--- src/rtl/awmc_pkg.sv ---
// Shared types and defaults for the washing-machine front-panel slice.
package awmc_pkg;

    typedef enum logic [1:0] {
        IDLE       = 2'd0,
        RUN        = 2'd1,
        PAUSED     = 2'd2,
        DONE_ALERT = 2'd3
    } panel_state_t;

    localparam int DEBOUNCE_CYCLES_DEF = 16;
    localparam int BUZZ_CYCLES_DEF     = 8;

endpackage

--- src/rtl/awmc_panel_input_if.sv ---
// Panel-side signal bundle between the raw panel and the controller.
interface awmc_panel_input_if;

    logic btn_start_raw;
    logic btn_pause_raw;
    logic lid_raw;
    logic done;
    logic start;
    logic pause;
    logic lid;
    logic buzzer;
    logic run_led;

    modport master (
        output btn_start_raw, btn_pause_raw, lid_raw, done,
        input  start, pause, lid, buzzer, run_led
    );

    modport slave (
        input  btn_start_raw, btn_pause_raw, lid_raw, done,
        output start, pause, lid, buzzer, run_led
    );

endinterface

--- src/rtl/awmc_debounce.sv ---
// Synchroniser, counting debouncer and rising-edge pulse for one input.
module awmc_debounce
    import awmc_pkg::*;
#(
    parameter int SYNC_STAGES     = 2,
    parameter int DEBOUNCE_CYCLES = DEBOUNCE_CYCLES_DEF
) (
    input  logic clk,
    input  logic reset,
    input  logic raw,
    output logic level,
    output logic rise
);

    localparam int CW = (DEBOUNCE_CYCLES > 1) ? $clog2(DEBOUNCE_CYCLES) : 1;
    localparam logic [CW-1:0] CNT_MAX = CW'(DEBOUNCE_CYCLES - 1);

    logic [SYNC_STAGES-1:0] sync;
    logic [CW-1:0]          cnt;
    logic                   synced;

    assign synced = sync[SYNC_STAGES-1];

    // Counter clears at the flip point, so it never exceeds CNT_MAX.
    always_ff @(posedge clk) begin
        if (reset) begin
            sync  <= '0;
            cnt   <= '0;
            level <= 1'b0;
            rise  <= 1'b0;
        end else begin
            sync <= {sync[SYNC_STAGES-2:0], raw};
            rise <= 1'b0;
            if (synced == level) begin
                cnt <= '0;
            end else if (cnt == CNT_MAX) begin
                cnt   <= '0;
                level <= synced;
                rise  <= synced;
            end else begin
                cnt <= cnt + 1'b1;
            end
        end
    end

endmodule

--- src/rtl/awmc_panel_input.sv ---
// Front-panel conditioning: debounced buttons/lid to controller commands.
module awmc_panel_input
    import awmc_pkg::*;
#(
    parameter int SYNC_STAGES     = 2,
    parameter int DEBOUNCE_CYCLES = DEBOUNCE_CYCLES_DEF,
    parameter int BUZZ_CYCLES     = BUZZ_CYCLES_DEF
) (
    input logic               clk,
    input logic               reset,
    awmc_panel_input_if.slave bus
);

    localparam int BW = $clog2(BUZZ_CYCLES + 1);
    localparam logic [BW-1:0] BUZZ_LOAD = BW'(BUZZ_CYCLES);
    localparam logic [BW-1:0] BUZZ_LAST = BW'(1);

    panel_state_t  state;
    logic [BW-1:0] buzz_cnt;
    logic          start_ev;
    logic          pause_ev;
    logic          lid_level;
    logic          unused_start_level;
    logic          unused_pause_level;
    logic          unused_lid_rise;

    awmc_debounce #(
        .SYNC_STAGES     (SYNC_STAGES),
        .DEBOUNCE_CYCLES (DEBOUNCE_CYCLES)
    ) u_start (
        .clk   (clk),
        .reset (reset),
        .raw   (bus.btn_start_raw),
        .level (unused_start_level),
        .rise  (start_ev)
    );

    awmc_debounce #(
        .SYNC_STAGES     (SYNC_STAGES),
        .DEBOUNCE_CYCLES (DEBOUNCE_CYCLES)
    ) u_pause (
        .clk   (clk),
        .reset (reset),
        .raw   (bus.btn_pause_raw),
        .level (unused_pause_level),
        .rise  (pause_ev)
    );

    awmc_debounce #(
        .SYNC_STAGES     (SYNC_STAGES),
        .DEBOUNCE_CYCLES (DEBOUNCE_CYCLES)
    ) u_lid (
        .clk   (clk),
        .reset (reset),
        .raw   (bus.lid_raw),
        .level (lid_level),
        .rise  (unused_lid_rise)
    );

    always_ff @(posedge clk) begin
        if (reset) begin
            state       <= IDLE;
            buzz_cnt    <= '0;
            bus.start   <= 1'b0;
            bus.pause   <= 1'b0;
            bus.lid     <= 1'b0;
            bus.buzzer  <= 1'b0;
            bus.run_led <= 1'b0;
        end else begin
            bus.lid   <= lid_level;
            bus.start <= 1'b0;
            unique case (state)
                IDLE: begin
                    if (start_ev && lid_level) begin
                        state       <= RUN;
                        bus.start   <= 1'b1;
                        bus.run_led <= 1'b1;
                    end
                end
                RUN: begin
                    // A finishing cycle takes priority over a pause request.
                    if (bus.done) begin
                        state       <= DONE_ALERT;
                        buzz_cnt    <= BUZZ_LOAD;
                        bus.buzzer  <= 1'b1;
                        bus.run_led <= 1'b0;
                    end else if (pause_ev) begin
                        state     <= PAUSED;
                        bus.pause <= 1'b1;
                    end
                end
                PAUSED: begin
                    if (start_ev || pause_ev) begin
                        state     <= RUN;
                        bus.pause <= 1'b0;
                    end
                end
                DONE_ALERT: begin
                    if (start_ev || buzz_cnt <= BUZZ_LAST) begin
                        state      <= IDLE;
                        buzz_cnt   <= '0;
                        bus.buzzer <= 1'b0;
                    end else begin
                        buzz_cnt <= buzz_cnt - 1'b1;
                    end
                end
                default: state <= IDLE;
            endcase
        end
    end

endmodule

--- src/flat_wrapper.sv ---
// flat-port wrapper written by rule: the top's interface ports become plain ports
module awmc_panel_input_flat import awmc_pkg::*;
#(
    parameter int SYNC_STAGES     = 2,
    parameter int DEBOUNCE_CYCLES = DEBOUNCE_CYCLES_DEF,
    parameter int BUZZ_CYCLES     = BUZZ_CYCLES_DEF
)
  (clk, reset, bus_btn_start_raw, bus_btn_pause_raw, bus_lid_raw, bus_done, bus_start, bus_pause, bus_lid, bus_buzzer, bus_run_led);
  awmc_panel_input_if bus_i ();
  input logic clk;
  input logic reset;
  input wire logic [$bits(bus_i.btn_start_raw)-1:0] bus_btn_start_raw;
  input wire logic [$bits(bus_i.btn_pause_raw)-1:0] bus_btn_pause_raw;
  input wire logic [$bits(bus_i.lid_raw)-1:0] bus_lid_raw;
  input wire logic [$bits(bus_i.done)-1:0] bus_done;
  output wire logic [$bits(bus_i.start)-1:0] bus_start;
  output wire logic [$bits(bus_i.pause)-1:0] bus_pause;
  output wire logic [$bits(bus_i.lid)-1:0] bus_lid;
  output wire logic [$bits(bus_i.buzzer)-1:0] bus_buzzer;
  output wire logic [$bits(bus_i.run_led)-1:0] bus_run_led;
  assign bus_i.btn_start_raw = bus_btn_start_raw;
  assign bus_i.btn_pause_raw = bus_btn_pause_raw;
  assign bus_i.lid_raw = bus_lid_raw;
  assign bus_i.done = bus_done;
  assign bus_start = bus_i.start;
  assign bus_pause = bus_i.pause;
  assign bus_lid = bus_i.lid;
  assign bus_buzzer = bus_i.buzzer;
  assign bus_run_led = bus_i.run_led;
  awmc_panel_input #(.SYNC_STAGES(SYNC_STAGES), .DEBOUNCE_CYCLES(DEBOUNCE_CYCLES), .BUZZ_CYCLES(BUZZ_CYCLES)) u_core (.clk(clk), .reset(reset), .bus(bus_i));
endmodule
--- config.mk ---
export PLATFORM = sky130hd
export DESIGN_NAME = awmc_panel_input_flat
export DESIGN_NICKNAME = d
export VERILOG_FILES = /design/src/rtl/awmc_pkg.sv /design/src/rtl/awmc_panel_input_if.sv /design/src/rtl/awmc_debounce.sv /design/src/rtl/awmc_panel_input.sv /design/src/flat_wrapper.sv
export SDC_FILE = /design/constraint.sdc
export NUM_CORES = 1
export LEC_CHECK = 0
export CAP_MARGIN = 20
export CORE_ASPECT_RATIO = 1.4
export CORE_MARGIN = 5
export CORE_UTILIZATION = 56
export DETAILED_ROUTE_END_ITERATION = 12
export PLACE_DENSITY = 0.77
export SYNTH_ARGS = -nofsm -noshare
export SYNTH_HDL_FRONTEND = slang
export SYNTH_HIERARCHICAL = 1
export SYNTH_SLANG_ARGS = --single-unit
--- constraint.sdc ---
create_clock -name clk -period 1.3 [get_ports clk]
set_input_delay 0.13 -clock clk [delete_from_list [all_inputs] [get_ports clk]]
set_output_delay 0.13 -clock clk [all_outputs]
set_load 0.01 [all_outputs]
After elaboration in Yosys (flattened, before gate mapping)
Cells that the tools add are included.
{"block": "word_totals", "wordCells": 86, "reg_bits": 34}
{"block": "classes", "reduce_logical": 21, "order_cmp": 1, "n_eq_ne": 16, "bitwise_logic": 6, "add_sub_neg": 4, "muxes": 20}
{"op": "$reduce_or 3->1", "n": 5}
{"op": "$add 4x1->4 const B", "n": 3}
{"op": "$eq 4x4->1 const B", "n": 3}
{"op": "$mux 2", "n": 5}
{"op": "$mux 1", "n": 8}
{"op": "$mux 4", "n": 2}
{"op": "$pmux 2 s4", "n": 1}
{"op": "$pmux 4 s2", "n": 1}
{"op": "$reduce_and 2->1", "n": 4}
{"op": "$reduce_and 4->1", "n": 2}
{"op": "$ne 2x1->1 const B", "n": 3}
{"op": "$ne 2x2->1 const B", "n": 3}
{"op": "$not 1->1", "n": 6}
{"op": "$pmux 1 s2", "n": 3}
{"op": "$reduce_and 3->1", "n": 2}
{"op": "$reduce_bool 2->1", "n": 3}
{"op": "$eq 2x2->1 const B", "n": 2}
{"op": "$le 4x1->1 const B", "n": 1}
{"op": "$sub 4x1->4 const B", "n": 1}
{"op": "$eq 1x1->1", "n": 3}
{"op": "$ne 3x3->1 const B", "n": 1}
{"op": "$eq 2x1->1 const B", "n": 1}
{"op": "$logic_not 2->1", "n": 1}
{"op": "$logic_or 1x1->1", "n": 2}
{"op": "other kinds (2)", "n": 2}

Depth between registers and ports, before layout
Gate-level depths: netlist (run 1).
{"block": "depth", "word_depth": 4, "ltp_mapped": 5}

By module
The synthesis (run 1) kept the hierarchy.
{"mod": "awmc_debounce", "n_inst": 3, "area_each_um2": 281.5, "cells_each": 25}
{"mod": "awmc_panel_input", "n_inst": 1, "area_each_um2": 576.8, "cells_each": 66}

Least setup slack after synthesis (run 1)
No wires, ideal clock.
{"block": "synth_timing", "path_type": "register to register", "from": "register u_core.buzz_cnt[0]", "to": "register u_core.buzz_cnt[0]", "synth_period_minus_slack_ns": 1.187, "arrival_ns": 1.101, "stages_incl_launch_ff": 6, "slack_ns": 0.113, "setup_time_ns": 0.086, "path_buffers": 0, "cell_sequence": "dfxtp_1 > inv_1 > ha_1 > nor2_1 > o31ai_1 > a211oi_1"}
{"block": "synth_via", "elab_chain_len": 4, "elab_cells_between_ends": 5, "cone_classes": "1 x add/sub; 1 x order compare; 2 x mux; 1 x reduce/logical"}
{"element": "start: declaration", "line_no": "awmc_panel_input.sv:19", "rtl": "logic [BW-1:0] buzz_cnt;"}
{"element": "start signal: assignment", "line_no": "awmc_panel_input.sv:104", "rtl": "buzz_cnt <= buzz_cnt - 1'b1;"}
{"element": "$le 4x1->1", "line_no": "awmc_panel_input.sv:99", "rtl": "if (start_ev || buzz_cnt <= BUZZ_LAST) begin"}
{"element": "$logic_or 1x1->1", "line_no": "awmc_panel_input.sv:99"}
{"element": "$mux 4 (*)", "line_no": "awmc_panel_input.sv:99"}
{"element": "$pmux 4 s2 (*)", "line_no": "awmc_panel_input.sv:72", "rtl": "unique case (state)"}
Every way passes the cells marked *; elsewhere a longest branch is shown, timed or not.
A chain may end at the register's enable or synchronous reset.

Worst setup path after layout (run 1)
{"block": "layout_timing", "from": "register u_core.buzz_cnt[0]", "to": "register u_core.buzz_cnt[2]"}
Same word-level chain as after synthesis.

==> impl_metrics.toml, run 1 <==
[run_status]
status = "complete, no violations"

[routing]
wl_um = 2541
drtAntennaViolNets = 0
first_pass_iters = 4
wl_per_cell_um = 13.03
viasPerCell = 5.323
num_vias = 1038
initialDrtViolationCount = 20
drc = 0

[synth]
yosysWarnings = 6
synth_nets = 150
syn_inst = 139
synth.avg_cell_area_sq_um = 10.02
syn_area_sq_um = 1393

[timing]
fin_tns_setup_ns = 0
finalMaxSlewViolations = 0
hold_viol_final = 0
rsz0062_at_grt = "true"
clock_skew_ns = 0.007122
clock.fmax_mhz = 771.9
finalSetupViolCount = 0
slew_headroom_pct = 76.42
fin_crit_sh_pct = 99.66
worst_pin_slew_ns = 0.3507
period_needed_ns = 1.296

[power_and_ir_drop]
power_frac_seq_pct = 63.1
vdd_drop_max_uv = 738.4
p_per_area_nw_per_um2 = 1012
power_frac_clock_pct = 33.3
total_power_w = 0.001677
p_comb_share_pct = 3.6
p_switching_w = 0.0003476
leakage_nw = 0.7150
p_int_w = 0.001330
switching_share_pct = 20.73

[clocking]
clock_path_buffers = 2
h-tree-depth = 2
cts_buffers = 5
postCtsSetupRepairBufs = 0
clk_pin_slew_ns = 0.09
hold_buffers = 0
cts_root_buf = "clkbuf_4"
clkSinkCount = 34
cts_tree = "done"
clk_latency_ns = 0.33

[critical_path]
path_delay_family = "simple AND/OR/NAND/NOR gates"
critPathMaxFanout = 3
crit_type = "flop to flop"
worstSetupStartpointType = "flop"
slowest_delay_ns = 0.34
worst_ep_required_time_ns = 1.57
r2r_setup_slack_ns = 0.004
worstSetupEndpointType = "flop"
critPathBufInv = 2
cp_slowest_cell = "dfxtp_1"
path_cells = "inv_1, ha_2, buf_4, nand4b_1, or3_1, a21oi_2"
cp.arrival_ns = 1.57

[grt]
grt_max_degree = 13
grt_pass1_vias = 1091
overflow = 0
grt_pass1_wl_um = 4540
antenna_found_initial = 0
grt_util_all_layers_pct = 16.53

[placement]
hpwl_um = 1865
port_buffers = 10
placed_area_sq_um = 1587
gp_congestion = 0.8258

[layout]
multi_input_area_sq_um = 685.7
post-route-util_pct = 69.28
num-nets-final = 173
antenna_cells = 0
register_area_sq_um = 681.9
fin_area_sq_um = 1657
syn_to_final_growth_pct = 18.96
drive_gt1_share_pct = 18.63
fillers = 191
layout_common_cells = "33 x dfxtp_1, 16 x nor2_1, 10 x buf_4"
final_common_cell = "dfxtp_1"

[min_path]
hold_path.class = "primary input to flop"

[die]
core_area_sq_um = 2391
rows = 21
dieArea_sq_um = 3598
die_height_um = 69.01
initial_core_util_pct = 58.24
die_x_um = 52.15
io_pins = 11

[flow_run]
cap_violations = 0
what timing repair did:
| action | CTS | global route |
|---|---|---|
| gates cloned | 0 | 0 |
| endpoints found under the hold margin | 0 | 0 |
| resized for setup | 6 | 7 |
| pin swaps | 1 | 1 |
| setup endpoints to repair | 8 | 5 |
metal layers:
layer / wire length (um) / track usage, %
met1: 1030 / 17.75
met2: 1322 / 26.99
met3: 111 / 5.819
met4: 76 / 9.659
met5: 0 / 0
metrics by stage:
stage               instances  setup WS (ns)  hold WS, ns
finish                    195       0.004413       0.3540
floorplan                 139         0.1134       0.2016
global route              195       -0.08174       0.3268
global placement          189       -0.01568       0.4179
detailed placement        189       -0.06865       0.4286
CTS                       195        0.01075       0.3338
final cells by class:
class	instances	share of cell area (%)
multi-input combinational	94	41.39
sequential	34	41.16
timing repair buffer	20	10.20
clock buffer	6	3.097
tap	34	2.568
inverter	7	1.586
registers in the layout, indices dropped and copies added (netlist names):
signal and cells:
u_core/bus.run_led 1, u_core/bus.pause 1, u_core/u_start/rise 1, u_core/bus.lid 1, u_core/u_pause/cnt 4, u_core/u_start/cnt 4
u_core/u_pause/rise 1, u_core/bus.start 1, u_core/u_pause/sync 2, u_core/u_lid/level 1, u_core/u_start/level 1, u_core/state 2
u_core/u_start/sync 2, u_core/buzz_cnt 4, u_core/u_pause/level 1, u_core/u_lid/cnt 4, u_core/bus.buzzer 1, u_core/u_lid/sync 2
power by group through the flow:
stage	Sequential, W	Combinational (W)	Clock, W
6_report	0.00106	0.0000608	0.000558
5_1_grt	0.00106	0.0000671	0.000644
4_1_cts	0.00106	0.0000607	0.000587
3_5_place_dp	0.00108	0.0000601	0
3_3_place_gp	0.00108	0.0000585	0
2_1_floorplan	0.00108	0.0000212	0
worst paths after layout:
| kind | startpoint | end | depth (start not counted) |
|---|---|---|---|
| worst max-delay path | u_core/buzz_cnt[0]$_SDFFE_PP0P_ | u_core/buzz_cnt[2]$_SDFFE_PP0P_ | 6 |
| worst max register to register | u_core/buzz_cnt[0]$_SDFFE_PP0P_ | u_core/buzz_cnt[2]$_SDFFE_PP0P_ | 6 |
| worst min register to register | u_core/u_lid/sync[0]$_SDFF_PP0_ | u_core/u_lid/sync[1]$_SDFF_PP0_ | 1 |
| worst min-delay path | bus_btn_pause_raw | u_core/u_pause/sync[0]$_SDFF_PP0_ | 2 |
Note: power is estimated with default switching activity, not from simulation.
==> run 2: changes to the inputs <==
--- a/config.mk
+++ b/config.mk
@@ -10,7 +10,7 @@
 export CORE_MARGIN = 5
 export CORE_UTILIZATION = 56
 export DETAILED_ROUTE_END_ITERATION = 12
-export PLACE_DENSITY = 0.77
+export PLACE_DENSITY_LB_ADDON = 0.08
 export SYNTH_ARGS = -nofsm -noshare
 export SYNTH_HDL_FRONTEND = slang
 export SYNTH_HIERARCHICAL = 1
==> impl_metrics.toml, run 2 (same netlist as run 1, synthesis figures left out) <==
[layout]
syn_to_final_growth_pct = 20.84
antenna_cells = 0
num-nets-final = 174
drive_gt1_share_pct = 20.73
layout_common_cells = "32 x dfxtp_1, 16 x nor2_1, 10 x buf_4"
register_area_sq_um = 683.2
fin_cells = 198
final_common_cell = "dfxtp_1"
multi_input_area_sq_um = 690.7
fillers = 192

[die]
rows = 21
io_pins = 11
dieArea_sq_um = 3598
die_height_um = 69.01
core_area_sq_um = 2391
die_x_um = 52.15
initial_core_util_pct = 58.24

[clocking]
clkSinkCount = 34
h-tree-depth = 2
clk_pin_slew_ns = 0.09
clk_latency_ns = 0.33
cts_root_buf = "clkbuf_4"
cts_buffers = 5
cts_tree = "done"
clock_path_buffers = 2

[placement]
dp.cells = 189
hpwl_um = 1757
port_buffers = 10
gp_congestion = 0.7294

[critical_path]
worst_ep_required_time_ns = 1.58
cp_slowest_cell = "or3_4"
worstSetupStartpointType = "flop"
cp.arrival_ns = 1.54
path_cells = "inv_2, ha_4, buf_6, nand4b_1, or3_4, a21oi_2"
worstSetupEndpointType = "flop"
slowest_delay_ns = 0.38
critPathMaxFanout = 2
crit_type = "flop to flop"

[power_and_ir_drop]
p_per_area_nw_per_um2 = 1019
leakage_nw = 0.7293
vdd_drop_max_uv = 802.1

[routing]
first_pass_iters = 4
num_vias = 1057
initialDrtViolationCount = 16
wl_um = 2415
viasPerCell = 5.338
wl_per_cell_um = 12.20
drc = 0
drtAntennaViolNets = 0

[timing]
period_needed_ns = 1.257
fin_tns_setup_ns = 0
worst_pin_slew_ns = 0.3496
finalSetupViolCount = 0
finalMaxSlewViolations = 0
hold_ws_ns = 0.3477
clock_skew_ns = 0.003106
clock.fmax_mhz = 795.3
rsz0062_at_grt = "true"
hold_viol_final = 0
fin_crit_sh_pct = 96.72
slew_headroom_pct = 76.40

[run_status]
status = "complete, no violations"

[grt]
grt_pass1_vias = 1073
grt_pass1_wl_um = 4236
overflow = 0
grt_max_degree = 13
grt_util_all_layers_pct = 15.55
antenna_found_initial = 0

[flow_run]
cap_violations = 0

[min_path]
hold_path.class = "primary input to flop"
[run 2: final cells by class]
class	instances	area share, %
Clock buffer	7	3.271
Clock inverter	1	0.2974
Timing Repair Buffer	21	10.71
Tap cell	34	2.528
Inverter	7	1.561
Multi-Input combinational cell	94	41.04
Sequential cell	34	40.59
[run 2: repair_timing]
action                                  CTS  global route
cloned                                    0             0
gates resized for setup                   6            10
setup buffers                             0             1
endpoints found under the setup margin    7             6
hold buffers                              0             0
pin swaps                                 1             3
[run 2: power by group]
part	internal, W	switching [W]
clock network	0.000262	0.000335
logic	0.0000324	0.0000268
registers	0.00105	0.00000573
[run 2: path summary, 6_finish.rpt]
path,startpoint,endpoint,cells past startpoint,slack (ns)
max,u_core/buzz_cnt[1]$_SDFFE_PP0P_,u_core/buzz_cnt[2]$_SDFFE_PP0P_,6,0.04
min,bus_btn_pause_raw,u_core/u_pause/sync[0]$_SDFF_PP0_,2,0.35
max reg2reg,u_core/buzz_cnt[1]$_SDFFE_PP0P_,u_core/buzz_cnt[2]$_SDFFE_PP0P_,6,0.04
min reg2reg,u_core/u_lid/sync[0]$_SDFF_PP0_,u_core/u_lid/sync[1]$_SDFF_PP0_,1,0.45
[run 2: layer usage]
metal	vias up	part of all wire, %	wire (um)	global-route usage, %
met5	-	0	0	0
met4	0	3.4	81	11.93
met3	8	3.8	91	4.095
met2	20	53	1270	25.73
met1	500	40	971	15.88
li1	529	-	-	-
[run 2: critical path: cells and delay by family, from the launching register on]
kind            cells  cell delay [ns]
compound gates      1             0.11
flops               1             0.34
buf+inv             2             0.16
simple gates        2             0.46
fa+ha+maj           1             0.14
[run 2: stage by stage]
stage / cell area (sq um) / total power, W / util [%] / worst slack (ns)
floorplan: 1393 / 0.001102 / - / 0.1134
global placement: 1587 / 0.001138 / 66.35 / 0.04722
detailed placement: 1587 / 0.001141 / 66.35 / -0.04618
CTS: 1643 / 0.001742 / 68.71 / 0.02297
global route: 1683 / 0.001796 / 70.38 / -0.05019
finish: 1683 / 0.001714 / 70.38 / 0.04263
